File: src/rtl/operand_selector_param_if.sv
// Operand selector bundle: control/request signals from the UI FSM, slot metadata from the store, selection results out.
// Latency: none (wires only).
// Backpressure: none; start is level-sampled by the selector, done is a one-cycle pulse.
interface operand_selector_param_if #(
  parameter int SLOTS = 10,
  parameter int IDW   = 4,
  parameter int DIMW  = 3
);
  // request side
  logic                  start;
  logic                  abort;
  logic                  manual_mode;
  logic [2:0]            op_type;
  logic [IDW-1:0]        user_id_a;
  logic [IDW-1:0]        user_id_b;
  logic                  user_valid;
  // matrix store metadata, slot i at [i*DIMW +: DIMW]
  logic [SLOTS*DIMW-1:0] meta_m_flat;
  logic [SLOTS*DIMW-1:0] meta_n_flat;
  logic [SLOTS-1:0]      meta_valid_flat;
  // selection result
  logic [IDW-1:0]        sel_a;
  logic [IDW-1:0]        sel_b;
  logic [DIMW-1:0]       res_m;
  logic [DIMW-1:0]       res_n;
  logic                  busy;
  logic                  done;
  logic                  error;
  logic [2:0]            err_code;

  // Controller side: issues requests and store metadata, consumes results.
  modport master (
    output start, abort, manual_mode, op_type, user_id_a, user_id_b, user_valid,
    output meta_m_flat, meta_n_flat, meta_valid_flat,
    input  sel_a, sel_b, res_m, res_n, busy, done, error, err_code
  );

  // Selector side.
  modport slave (
    input  start, abort, manual_mode, op_type, user_id_a, user_id_b, user_valid,
    input  meta_m_flat, meta_n_flat, meta_valid_flat,
    output sel_a, sel_b, res_m, res_n, busy, done, error, err_code
  );
endinterface

File: src/rtl/operand_selector_param.sv
// Operand selector: picks matrix slots A/B from user IDs or an LFSR, validates them for the op, reports result dims.
// Latency: user_valid sampled at edge t -> CHECK cycle -> done pulse visible after edge t+1; random mode is draw-dependent.
// Backpressure: none; start ignored while busy, abort always wins and returns to IDLE without done.
module operand_selector_param #(
  parameter int          SLOTS     = 10,
  parameter int          IDW       = 4,
  parameter int          DIMW      = 3,
  parameter int          MAX_TRIES = 16,
  parameter logic [15:0] LFSR_SEED = 16'hACE1
) (
  input logic                     clk,
  input logic                     rst_n,
  operand_selector_param_if.slave bus
);

  typedef enum logic [2:0] {
    S_IDLE    = 3'd0,
    S_WAIT_IN = 3'd1,
    S_RAND_A  = 3'd2,
    S_RAND_B  = 3'd3,
    S_CHECK   = 3'd4,
    S_ERR     = 3'd5
  } state_t;

  localparam logic [2:0] OP_TRANS  = 3'd0;
  localparam logic [2:0] OP_ADD    = 3'd1;
  localparam logic [2:0] OP_SCALAR = 3'd2;
  localparam logic [2:0] OP_MUL    = 3'd3;
  localparam logic [2:0] OP_CONV   = 3'd4;

  localparam logic [2:0] E_NONE    = 3'd0;
  localparam logic [2:0] E_A_RANGE = 3'd1;
  localparam logic [2:0] E_A_EMPTY = 3'd2;
  localparam logic [2:0] E_B_BAD   = 3'd3;
  localparam logic [2:0] E_DIM     = 3'd4;
  localparam logic [2:0] E_TRIES   = 3'd5;
  localparam logic [2:0] E_OP      = 3'd6;

  localparam logic [IDW:0] SLOTS_W = (IDW+1)'(SLOTS);
  localparam logic [7:0]   MAX_T   = 8'(MAX_TRIES);

  state_t          state_q, state_d;
  logic [15:0]     lfsr_q, lfsr_d;
  logic [7:0]      try_q, try_d;
  logic [2:0]      op_q, op_d;
  logic            manual_q, manual_d;
  logic [IDW-1:0]  sel_a_q, sel_a_d, sel_b_q, sel_b_d;
  logic [DIMW-1:0] m_a_q, m_a_d, n_a_q, n_a_d, m_b_q, m_b_d, n_b_q, n_b_d;
  logic            a_rng_q, a_rng_d, a_vld_q, a_vld_d;
  logic            b_rng_q, b_rng_d, b_vld_q, b_vld_d;
  logic [DIMW-1:0] res_m_q, res_m_d, res_n_q, res_n_d;
  logic            done_q, done_d;
  logic            error_q, error_d;
  logic [2:0]      code_q, code_d;

  logic            lfsr_fb;
  logic [IDW-1:0]  draw;
  logic [IDW-1:0]  look_id;
  logic            look_rng, look_vld;
  logic [DIMW-1:0] look_m, look_n;
  logic            ub_rng, ub_vld;
  logic [DIMW-1:0] ub_m, ub_n;
  logic            two_op;
  logic [2:0]      chk_code;
  logic [DIMW-1:0] chk_m, chk_n;

  // x^16+x^14+x^13+x^11+1, shifting left every cycle regardless of state.
  assign lfsr_fb = lfsr_q[15] ^ lfsr_q[13] ^ lfsr_q[12] ^ lfsr_q[10];
  assign draw    = lfsr_q[IDW-1:0];

  // Port A of the lookup serves the manual A id in WAIT_IN and the LFSR draw otherwise.
  assign look_id  = (state_q == S_WAIT_IN) ? bus.user_id_a : draw;
  assign look_rng = ({1'b0, look_id} < SLOTS_W);
  assign ub_rng   = ({1'b0, bus.user_id_b} < SLOTS_W);

  // Slot metadata lookup; an id past the last slot matches nothing and reads as empty 0x0.
  always_comb begin
    look_m   = '0;
    look_n   = '0;
    look_vld = 1'b0;
    ub_m     = '0;
    ub_n     = '0;
    ub_vld   = 1'b0;
    for (int i = 0; i < SLOTS; i++) begin
      if (look_id == IDW'(i)) begin
        look_m   = bus.meta_m_flat[i*DIMW +: DIMW];
        look_n   = bus.meta_n_flat[i*DIMW +: DIMW];
        look_vld = bus.meta_valid_flat[i];
      end
      if (bus.user_id_b == IDW'(i)) begin
        ub_m   = bus.meta_m_flat[i*DIMW +: DIMW];
        ub_n   = bus.meta_n_flat[i*DIMW +: DIMW];
        ub_vld = bus.meta_valid_flat[i];
      end
    end
  end

  assign two_op = (op_q == OP_ADD) || (op_q == OP_MUL) || (op_q == OP_CONV);

  // Operand check in priority order plus result dimensions for a passing pair.
  always_comb begin
    chk_code = E_NONE;
    chk_m    = m_a_q;
    chk_n    = n_a_q;
    if (!a_rng_q) begin
      chk_code = E_A_RANGE;
    end else if (!a_vld_q) begin
      chk_code = E_A_EMPTY;
    end else if (two_op && !(b_rng_q && b_vld_q)) begin
      chk_code = E_B_BAD;
    end else begin
      case (op_q)
        OP_TRANS: begin
          chk_m = n_a_q;
          chk_n = m_a_q;
        end
        OP_ADD: begin
          if ((m_a_q != m_b_q) || (n_a_q != n_b_q)) chk_code = E_DIM;
        end
        OP_MUL: begin
          chk_n = n_b_q;
          if (n_a_q != m_b_q) chk_code = E_DIM;
        end
        OP_CONV: begin
          // valid-window size, wraps at DIMW bits
          chk_m = m_a_q - m_b_q + DIMW'(1);
          chk_n = n_a_q - n_b_q + DIMW'(1);
          if ((m_b_q > m_a_q) || (n_b_q > n_a_q)) chk_code = E_DIM;
        end
        default: ; // scalar keeps A's dimensions
      endcase
    end
  end

  // Next-state and datapath updates; abort is tested first in every state.
  always_comb begin
    state_d  = state_q;
    lfsr_d   = {lfsr_q[14:0], lfsr_fb};
    try_d    = try_q;
    op_d     = op_q;
    manual_d = manual_q;
    sel_a_d  = sel_a_q;
    sel_b_d  = sel_b_q;
    m_a_d    = m_a_q;
    n_a_d    = n_a_q;
    m_b_d    = m_b_q;
    n_b_d    = n_b_q;
    a_rng_d  = a_rng_q;
    a_vld_d  = a_vld_q;
    b_rng_d  = b_rng_q;
    b_vld_d  = b_vld_q;
    res_m_d  = res_m_q;
    res_n_d  = res_n_q;
    done_d   = 1'b0;
    error_d  = error_q;
    code_d   = code_q;

    case (state_q)
      S_IDLE, S_ERR: begin
        if (bus.abort) begin
          state_d = S_IDLE;
          error_d = 1'b0;
          code_d  = E_NONE;
        end else if (bus.start) begin
          error_d  = 1'b0;
          code_d   = E_NONE;
          try_d    = '0;
          op_d     = bus.op_type;
          manual_d = bus.manual_mode;
          if (bus.op_type > OP_CONV) begin
            state_d = S_ERR;
            error_d = 1'b1;
            code_d  = E_OP;
          end else if (bus.manual_mode) begin
            state_d = S_WAIT_IN;
          end else begin
            state_d = S_RAND_A;
          end
        end
      end

      S_WAIT_IN: begin
        if (bus.abort) begin
          state_d = S_IDLE;
        end else if (bus.user_valid) begin
          sel_a_d = bus.user_id_a;
          sel_b_d = bus.user_id_b;
          m_a_d   = look_m;
          n_a_d   = look_n;
          a_rng_d = look_rng;
          a_vld_d = look_vld;
          m_b_d   = ub_m;
          n_b_d   = ub_n;
          b_rng_d = ub_rng;
          b_vld_d = ub_vld;
          state_d = S_CHECK;
        end
      end

      S_RAND_A, S_RAND_B: begin
        if (bus.abort) begin
          state_d = S_IDLE;
        end else if (try_q == MAX_T) begin
          state_d = S_ERR;
          error_d = 1'b1;
          code_d  = E_TRIES;
        end else begin
          try_d = try_q + 8'd1;
          if (look_rng && look_vld) begin
            if (state_q == S_RAND_A) begin
              sel_a_d = draw;
              m_a_d   = look_m;
              n_a_d   = look_n;
              a_rng_d = 1'b1;
              a_vld_d = 1'b1;
              if (two_op) begin
                state_d = S_RAND_B;
              end else begin
                sel_b_d = '0;
                state_d = S_CHECK;
              end
            end else begin
              sel_b_d = draw;
              m_b_d   = look_m;
              n_b_d   = look_n;
              b_rng_d = 1'b1;
              b_vld_d = 1'b1;
              state_d = S_CHECK;
            end
          end
        end
      end

      S_CHECK: begin
        if (bus.abort) begin
          state_d = S_IDLE;
        end else if (chk_code == E_NONE) begin
          done_d  = 1'b1;
          res_m_d = chk_m;
          res_n_d = chk_n;
          state_d = S_IDLE;
        end else if (!manual_q && (chk_code == E_DIM)) begin
          // incompatible random pair: draw a fresh pair, try budget carries over
          state_d = S_RAND_A;
        end else begin
          state_d = S_ERR;
          error_d = 1'b1;
          code_d  = chk_code;
        end
      end

      default: state_d = S_IDLE;
    endcase
  end

  // State and datapath registers with synchronous active-low reset.
  always_ff @(posedge clk) begin
    if (!rst_n) begin
      state_q  <= S_IDLE;
      lfsr_q   <= LFSR_SEED;
      try_q    <= '0;
      op_q     <= '0;
      manual_q <= 1'b0;
      sel_a_q  <= '0;
      sel_b_q  <= '0;
      m_a_q    <= '0;
      n_a_q    <= '0;
      m_b_q    <= '0;
      n_b_q    <= '0;
      a_rng_q  <= 1'b0;
      a_vld_q  <= 1'b0;
      b_rng_q  <= 1'b0;
      b_vld_q  <= 1'b0;
      res_m_q  <= '0;
      res_n_q  <= '0;
      done_q   <= 1'b0;
      error_q  <= 1'b0;
      code_q   <= '0;
    end else begin
      state_q  <= state_d;
      lfsr_q   <= lfsr_d;
      try_q    <= try_d;
      op_q     <= op_d;
      manual_q <= manual_d;
      sel_a_q  <= sel_a_d;
      sel_b_q  <= sel_b_d;
      m_a_q    <= m_a_d;
      n_a_q    <= n_a_d;
      m_b_q    <= m_b_d;
      n_b_q    <= n_b_d;
      a_rng_q  <= a_rng_d;
      a_vld_q  <= a_vld_d;
      b_rng_q  <= b_rng_d;
      b_vld_q  <= b_vld_d;
      res_m_q  <= res_m_d;
      res_n_q  <= res_n_d;
      done_q   <= done_d;
      error_q  <= error_d;
      code_q   <= code_d;
    end
  end

  assign bus.sel_a    = sel_a_q;
  assign bus.sel_b    = sel_b_q;
  assign bus.res_m    = res_m_q;
  assign bus.res_n    = res_n_q;
  assign bus.busy     = (state_q != S_IDLE) && (state_q != S_ERR);
  assign bus.done     = done_q;
  assign bus.error    = error_q;
  assign bus.err_code = code_q;

endmodule

File: src/flat_wrapper.sv
// flat-port wrapper written by rule: the top's interface ports become plain ports
module operand_selector_param_flat 
#(
  parameter int          SLOTS     = 10,
  parameter int          IDW       = 4,
  parameter int          DIMW      = 3,
  parameter int          MAX_TRIES = 16,
  parameter logic [15:0] LFSR_SEED = 16'hACE1
)
  (clk, rst_n, bus_start, bus_abort, bus_manual_mode, bus_op_type, bus_user_id_a, bus_user_id_b, bus_user_valid, bus_meta_m_flat, bus_meta_n_flat, bus_meta_valid_flat, bus_sel_a, bus_sel_b, bus_res_m, bus_res_n, bus_busy, bus_done, bus_error, bus_err_code);
  operand_selector_param_if #(.SLOTS(SLOTS), .IDW(IDW), .DIMW(DIMW)) bus_i ();
  input logic clk;
  input logic rst_n;
  input wire logic [$bits(bus_i.start)-1:0] bus_start;
  input wire logic [$bits(bus_i.abort)-1:0] bus_abort;
  input wire logic [$bits(bus_i.manual_mode)-1:0] bus_manual_mode;
  input wire logic [$bits(bus_i.op_type)-1:0] bus_op_type;
  input wire logic [$bits(bus_i.user_id_a)-1:0] bus_user_id_a;
  input wire logic [$bits(bus_i.user_id_b)-1:0] bus_user_id_b;
  input wire logic [$bits(bus_i.user_valid)-1:0] bus_user_valid;
  input wire logic [$bits(bus_i.meta_m_flat)-1:0] bus_meta_m_flat;
  input wire logic [$bits(bus_i.meta_n_flat)-1:0] bus_meta_n_flat;
  input wire logic [$bits(bus_i.meta_valid_flat)-1:0] bus_meta_valid_flat;
  output wire logic [$bits(bus_i.sel_a)-1:0] bus_sel_a;
  output wire logic [$bits(bus_i.sel_b)-1:0] bus_sel_b;
  output wire logic [$bits(bus_i.res_m)-1:0] bus_res_m;
  output wire logic [$bits(bus_i.res_n)-1:0] bus_res_n;
  output wire logic [$bits(bus_i.busy)-1:0] bus_busy;
  output wire logic [$bits(bus_i.done)-1:0] bus_done;
  output wire logic [$bits(bus_i.error)-1:0] bus_error;
  output wire logic [$bits(bus_i.err_code)-1:0] bus_err_code;
  assign bus_i.start = bus_start;
  assign bus_i.abort = bus_abort;
  assign bus_i.manual_mode = bus_manual_mode;
  assign bus_i.op_type = bus_op_type;
  assign bus_i.user_id_a = bus_user_id_a;
  assign bus_i.user_id_b = bus_user_id_b;
  assign bus_i.user_valid = bus_user_valid;
  assign bus_i.meta_m_flat = bus_meta_m_flat;
  assign bus_i.meta_n_flat = bus_meta_n_flat;
  assign bus_i.meta_valid_flat = bus_meta_valid_flat;
  assign bus_sel_a = bus_i.sel_a;
  assign bus_sel_b = bus_i.sel_b;
  assign bus_res_m = bus_i.res_m;
  assign bus_res_n = bus_i.res_n;
  assign bus_busy = bus_i.busy;
  assign bus_done = bus_i.done;
  assign bus_error = bus_i.error;
  assign bus_err_code = bus_i.err_code;
  operand_selector_param #(.SLOTS(SLOTS), .IDW(IDW), .DIMW(DIMW), .MAX_TRIES(MAX_TRIES), .LFSR_SEED(LFSR_SEED)) u_core (.clk(clk), .rst_n(rst_n), .bus(bus_i));
endmodule
File: config.mk
export PLATFORM = sky130hd
export DESIGN_NAME = operand_selector_param_flat
export DESIGN_NICKNAME = d
export VERILOG_FILES = /design/src/rtl/operand_selector_param_if.sv /design/src/rtl/operand_selector_param.sv /design/src/flat_wrapper.sv
export SDC_FILE = /design/constraint.sdc
export NUM_CORES = 1
export LEC_CHECK = 0
export ABC_CLOCK_PERIOD_IN_PS = 3600
export BUFFER_PORTS_ARGS = -buffer_cell sky130_fd_sc_hd__buf_2
export CORE_UTILIZATION = 54
export CTS_BUF_LIST = sky130_fd_sc_hd__clkbuf_2
export CTS_CLUSTER_DIAMETER = 200
export CTS_CLUSTER_SIZE = 16
export DETAILED_ROUTE_END_ITERATION = 8
export MAX_ROUTING_LAYER = met4
export PLACE_DENSITY = 0.79
export SLEW_MARGIN = 15
export SYNTH_ARGS = -nofsm -noshare
export SYNTH_HDL_FRONTEND = slang
export SYNTH_SLANG_ARGS = --single-unit
File: constraint.sdc
create_clock -name clk -period 3.6 [get_ports clk]
set_clock_uncertainty 0.1 [all_clocks]
set_input_delay 0.36 -clock clk [delete_from_list [all_inputs] [get_ports clk]]
set_output_delay 0.36 -clock clk [all_outputs]
set_load 0.005 [all_outputs]
======== Word level (Yosys, flattened, before mapping) ========
Cells that the tools add are included.
Widths: inputs -> output; s select.
storage, ports and cells
  output and inout bits ................... 20
  input port bits ......................... 87
  flip-flop bits (word level) ............. 66
operators by class
  bitwise operators ....................... 6
  $lt $le $gt $ge ......................... 5
  reductions and logical operators ........ 31
  add/subtract/negate cells ............... 5
  equality and inequality tests ........... 49
  mux-type cells .......................... 178
operators by type and width
  kind                 number
  $mux 3               97
  $mux 4               14
  $mux 1               45
  $eq 4x3->1 const B   8
  $mux 8               4
  $pmux 3 s2           5
  $reduce_and 7->1     4
  $pmux 3 s3           3
  $ne 2x2->1 const B   10
  $eq 4x2->1 const B   4
  $eq 4x4->1 const B   4
  $pmux 4 s2           2
  $pmux 8 s2           1
  $eq 3x3->1 const B   4
  $ne 3x3->1 const B   4
  $pmux 3 s4           1
  $eq 3x2->1 const B   3
  $logic_not 3->1      3
  $ne 3x3->1           3
  $reduce_and 3->1     3
  $add 8x1->8 const B  1
  $eq 4x1->1 const B   2
  $eq 8x5->1 const B   1
  $logic_not 4->1      2
  other kinds (21)     46

======== Depth between registers and ports, before layout ========
  depth after elaboration ................. 18
  mapped depth ............................ 10
  mapped depth without buffers ............ 10

======== Worst setup path after synthesis ========
Ideal clock, no wire load.
  path kind ............................... register -> register
  start ................................... reg u_core.state_q[0]
  end ..................................... reg u_core.n_a_q[2]
  stages on the path, launching flop included .. 11
  library setup time ...................... 0.128 ns
  arrival ................................. 2.498 ns
  clock period less this slack ............ 2.726 ns
  setup slack ............................. 0.874 ns
  cell sequence ........................... dfxtp_1 -> buf_4 -> or3b_1 -> buf_4 -> mux2i_1 -> o311a_1 -> a31o_2 -> a311oi_2 -> buf_4 -> mux2i_1 -> nor2_1
on the way
  cells in the longest elaborated chain, start to end .. 18
  elaborated cells between the ends (all ways) .. 52
  classes of those cells .................. 1 x order compare; 18 x eq/ne; 28 x mux; 5 x reduce/logical
ends and longest elaborated chain
  what                    RTL line                                                     text
  from (decl)             operand_selector_param.sv:42                                 state_t state_q, state_d;
  from (signal assigned)  operand_selector_param.sv:280                                state_q <= state_d;
  $eq 3x1->1              operand_selector_param.sv:72, operand_selector_param.sv:158
  $mux 4                  operand_selector_param.sv:72                                 assign look_id = (state_q == S_WAIT_IN) ? bus.user_id_a : draw;
  $logic_not 4->1         operand_selector_param.sv:85                                 if (look_id == IDW'(i)) begin
  $mux 3 (10 in a row)    operand_selector_param.sv:85
  $mux 3                  operand_selector_param.sv:210                                if (state_q == S_RAND_A) begin
  $mux 3                  operand_selector_param.sv:209                                if (look_rng && look_vld) begin
  $mux 3                  operand_selector_param.sv:203                                end else if (try_q == MAX_T) begin
  $mux 3                  operand_selector_param.sv:201                                if (bus.abort) begin
  $pmux 3 s2              operand_selector_param.sv:158                                case (state_q)
  to (signal assigned)    operand_selector_param.sv:288                                n_a_q <= n_a_d;
  to (decl)               operand_selector_param.sv:48                                 logic [DIMW-1:0] m_a_q, m_a_d, n_a_q, n_a_d, m_b_q, m_b_d, n_b_q, n_b_d;
Parallel ways exist; a longest one is shown, timed or not. The select of a mux whose other input is x is not followed.
A chain may end at the register's enable or synchronous reset.

======== Final worst setup path ========
Ends and elaborated chain as after synthesis.

==> flow_summary.toml <==
[synthesis]
synth.distinct_cells = 73
synth-edff-count = 0
synth_compound_area_share_pct = 26.2
synth_seq_cells = 66
synth_flop_cell = "dfxtp_1"
syn_area_sq_um = 5110
synth-simple-area-share_pct = 23.9
synth.area.top_cells = "dfxtp_1, mux2i_1, nor2_1"
synth.area.mux_share_pct = 12.8
ys_seq_area_share_pct = 25.8
yosys_warnings = 0
synthXorXnorAreaFrac_pct = 2.91
yosysTopAreaCell = "dfxtp_1"
synth_fa_ha_area_share_pct = 2.94
synth_top_family_by_area = "compound AO/OA/AOI/OAI gates"
syn_inst = 642
syn_area_per_cell_sq_um = 7.96
postSynth.asyncResetShare_pct = 0
netlist.area_leader.share_pct = 25.8
synth_fp_nets = 741

[power]
irDropWorstVdd_mv = 0.316
p_leak_nw = 2.45
p_per_area_nw_per_um2 = 347

[cts]
cts-root-buf = "clkbuf_2"
h-tree-depth = 3
cts_tree = "yes"
clock_latency_ps = 540
clk_path_buf_depth = 2
clkTransAtPathRegs_ps = 200
cts_setup_buffers = 0
cts_made_buffers = 9
cts_sinks = 66

[critical_path]
rrSetupSlack_ps = 410
cp.arrival_ps = 3520
critPathMaxStageDelay_ps = 630
crit_slowest_cell = "or3b_1"
crit_chain = "or3b_1 -> mux2i_1 -> a222oi_1 -> a311oi_2 -> buf_4 -> mux2i_1 -> nor2_1"
r2r_cells = 7
crit_type = "reg2reg"
critPathLaunchType = "register"
crit_fanout = 15
timing.rr.start = "u_core.state_q[0]$_SDFFE_PN0P_"
startpoint = "u_core.state_q[0]$_SDFFE_PN0P_"
r2r-end = "u_core.n_a_q[2]$_SDFFE_PN0P_"
cp_data_required_time_ps = 3930
crit_top_cell = "mux2i_1"
cp.depth = 7
path_delay_family = "multiplexers"
crit_buf_inv = 1
cp-endpoint = "u_core.n_a_q[2]$_SDFFE_PN0P_"
endpoint_kind = "register"

[route]
wl_met1_um = 6650
wl_met2_um = 7350
drc_errors = 0
drt_pass1_iterations = 8
routed_wl_um = 15600
highest_layer = "met4"
post_drt_wl_per_cell_um = 18.5
dr.first_iter.drc_count = 419
met3_length_um = 1250
ant_nets = 0
vias = 5450
vias_per_cell = 6.44

[timing]
hold_viol_final = 0
setup_viol = 0
slew_violations = 0
rsz0062_at_grt = "no"
period_share_pct = 88.7
hold_slack_ps = 129
fmax_ghz = 0.313
finalWorstPathRequiredPeriod_ps = 3190
slew-limit-headroom_pct = 29.3
worstMarginPinSlew_ps = 1050
tns_ps = 0

[global_routing]
grt_max_degree = 39
grt_first_pass_wirelength_um = 25300
grt_pass1_vias = 5062
grt_usage_pct = 33.4
grt-ovfl-total = 0
antenna_found_initial = 0

[layout]
fill_cells = 845
layoutNonFillerInstCount = 846
area.sequential_sq_um = 1320
n_antenna_cell = 0
area_delta_synth_final_pct = 14.6
multi_input_area_sq_um = 3510
fin_nets = 829
drive_gt1_share_pct = 22.4
finish.utilization_pct = 63.7

[die]
start_util_pct = 55.6
dieArea_sq_um = 9860
std_cell_rows = 35
io_pins = 107
die_w_um = 99.3
die_h_um = 99.3
core_region_area_sq_um = 9200

[place]
io_buffers = 106
dp_hpwl_um = 12000
place_congestion = 0.963
dp.cells = 826

[outcome]
outcome = "complete, no violations"

[run]
maxCapViolations = 0

[hold_path]
hp-class = "in2reg"
==> sequential cells by signal (all words and copies together) (netlist names), 3 cells and up <==
name	count
u_core.lfsr_q	16
u_core.try_q	8
u_core.bus.sel_a	4
u_core.bus.sel_b	4
u_core.bus.err_code	3
u_core.bus.res_m	3
u_core.bus.res_n	3
u_core.m_a_q	3
u_core.m_b_q	3
u_core.n_a_q	3
u_core.n_b_q	3
u_core.op_q	3
u_core.state_q	3
==> layer usage <==
layer	track usage (%)	vias to the layer above
met3	6.96	32
li1	-	2581
met1	42.2	2586
met2	53.2	251
met4	11.2	0
met5	-	-
==> where the power goes <==
group	leakage (nW)	switching [mW]	internal (mW)	total (mW)
sequential	0.539	0.0558	0.775	0.831
combinational	1.84	0.387	0.309	0.696
clock	0.0760	0.276	0.228	0.504
==> repair_timing <==
action	4_1_cts	5_1_grt
hold endpoints to repair	4	0
endpoints found under the setup margin	0	0
hold buffers	4	0
resized for setup	0	0
==> worst min-delay path: cells and delay by family <==
family | cells | cell delay, ps
compound gates | 1 | 80
buf+inv | 1 | 190
simple gates | 1 | 90
==> placed cells by master, fill, tap and decap left out, types with 6 or more instances in the layout <==
cell      Yosys  final
xor2_1        9      9
nand3_1      10     10
clkbuf_2      0      9
buf_2         1    106
a222oi_1      7      7
nor3_1       15     15
xnor2_1       8      8
nand3b_1      6      6
nor2b_1      13     13
ha_1         12     12
mux2i_1      40     40
a211oi_1     10     10
nand2_1      51     51
nand2b_1     12     12
o22ai_1       8      8
mux2_2       19     19
a221oi_1      6      6
nor4bb_1      9      9
nor2_1       67     67
inv_1        22     22
o21ai_0      40     40
dfxtp_1      66     66
a21oi_1      26     26
nor3b_1       6      6
and2_1       13     13
a22oi_1      14     14
buf_4         4     13
nor4b_1       6      6
==> Yosys cell counts, types with 3 or more instances <==
master      n
nor4bb_1    9
nor4b_1     6
a211o_1     3
a2bb2oi_1   3
a21o_1      4
o211a_1     5
a211oi_1   10
clkbuf_1   37
a311oi_2    3
nor2b_1    13
ha_1       12
o221ai_1    4
mux2i_1    40
mux2_2     19
xnor2_1     8
and3_1      5
o211ai_1    4
xor2_1      9
a22o_1      5
o21ai_0    40
a311oi_1    5
buf_1       3
nand2b_1   12
a222oi_1    7
nand4_1     5
nor2_1     67
a22oi_1    14
buf_4       4
nand3b_1    6
a221oi_1    6
nand2_1    51
nand3_1    10
nor3_1     15
nor3b_1     6
a21oi_1    26
o22a_1      4
o31ai_1     5
and2_1     13
nand4b_1    3
a31oi_1     5
o22ai_1     8
dfxtp_1    66
inv_1      22
==> stage by stage <==
step	setup WS (ps)	cell area [sq um]	power, mW
4_1_cts	428	5860	2.03
3_3_place_gp	607	5680	1.51
3_5_place_dp	460	5680	1.52
2_1_floorplan	874	5110	1.31
6_report	407	5860	2.03
5_1_grt	161	5860	2.14
==> final cells by class <==
type	count	share of cell area, %
multi-input combinational	507	59.9
clock buffer	9	0.769
tap	111	2.37
timing repair buffer	123	11.4
inverter	23	1.47
sequential	66	22.5
clock inverter	7	1.58
==> worst min-delay path by stage <==
stage	startpoint	to	slack (ps)	cells after the start
2_1_floorplan	u_core.lfsr_q[9]$_SDFF_PN0_	u_core.lfsr_q[10]$_SDFF_PN1_	290	1
3_3_place_gp	u_core.lfsr_q[14]$_SDFF_PN0_	u_core.lfsr_q[15]$_SDFF_PN1_	290	1
3_5_place_dp	u_core.lfsr_q[14]$_SDFF_PN0_	u_core.lfsr_q[15]$_SDFF_PN1_	290	1
4_1_cts	bus_user_id_a[3]	u_core.bus.sel_a[3]$_SDFFE_PN0P_	100	3
5_1_grt	bus_user_id_a[3]	u_core.bus.sel_a[3]$_SDFFE_PN0P_	100	3
6_report	bus_user_id_a[3]	u_core.bus.sel_a[3]$_SDFFE_PN0P_	130	3
==> kinds of logic (layout without fill, tap and decap cells) <==
family	count (synthesis)	after routing
buffers and inverters	69	162
muxes	61	61
adders and majority gates	12	12
xor gates and xnor gates	17	17
DFF	66	66
and+or+nand+nor	232	232
AOI/OAI and AO/OA	185	185
No activity file was read; power rests on OpenSTA's default activity.
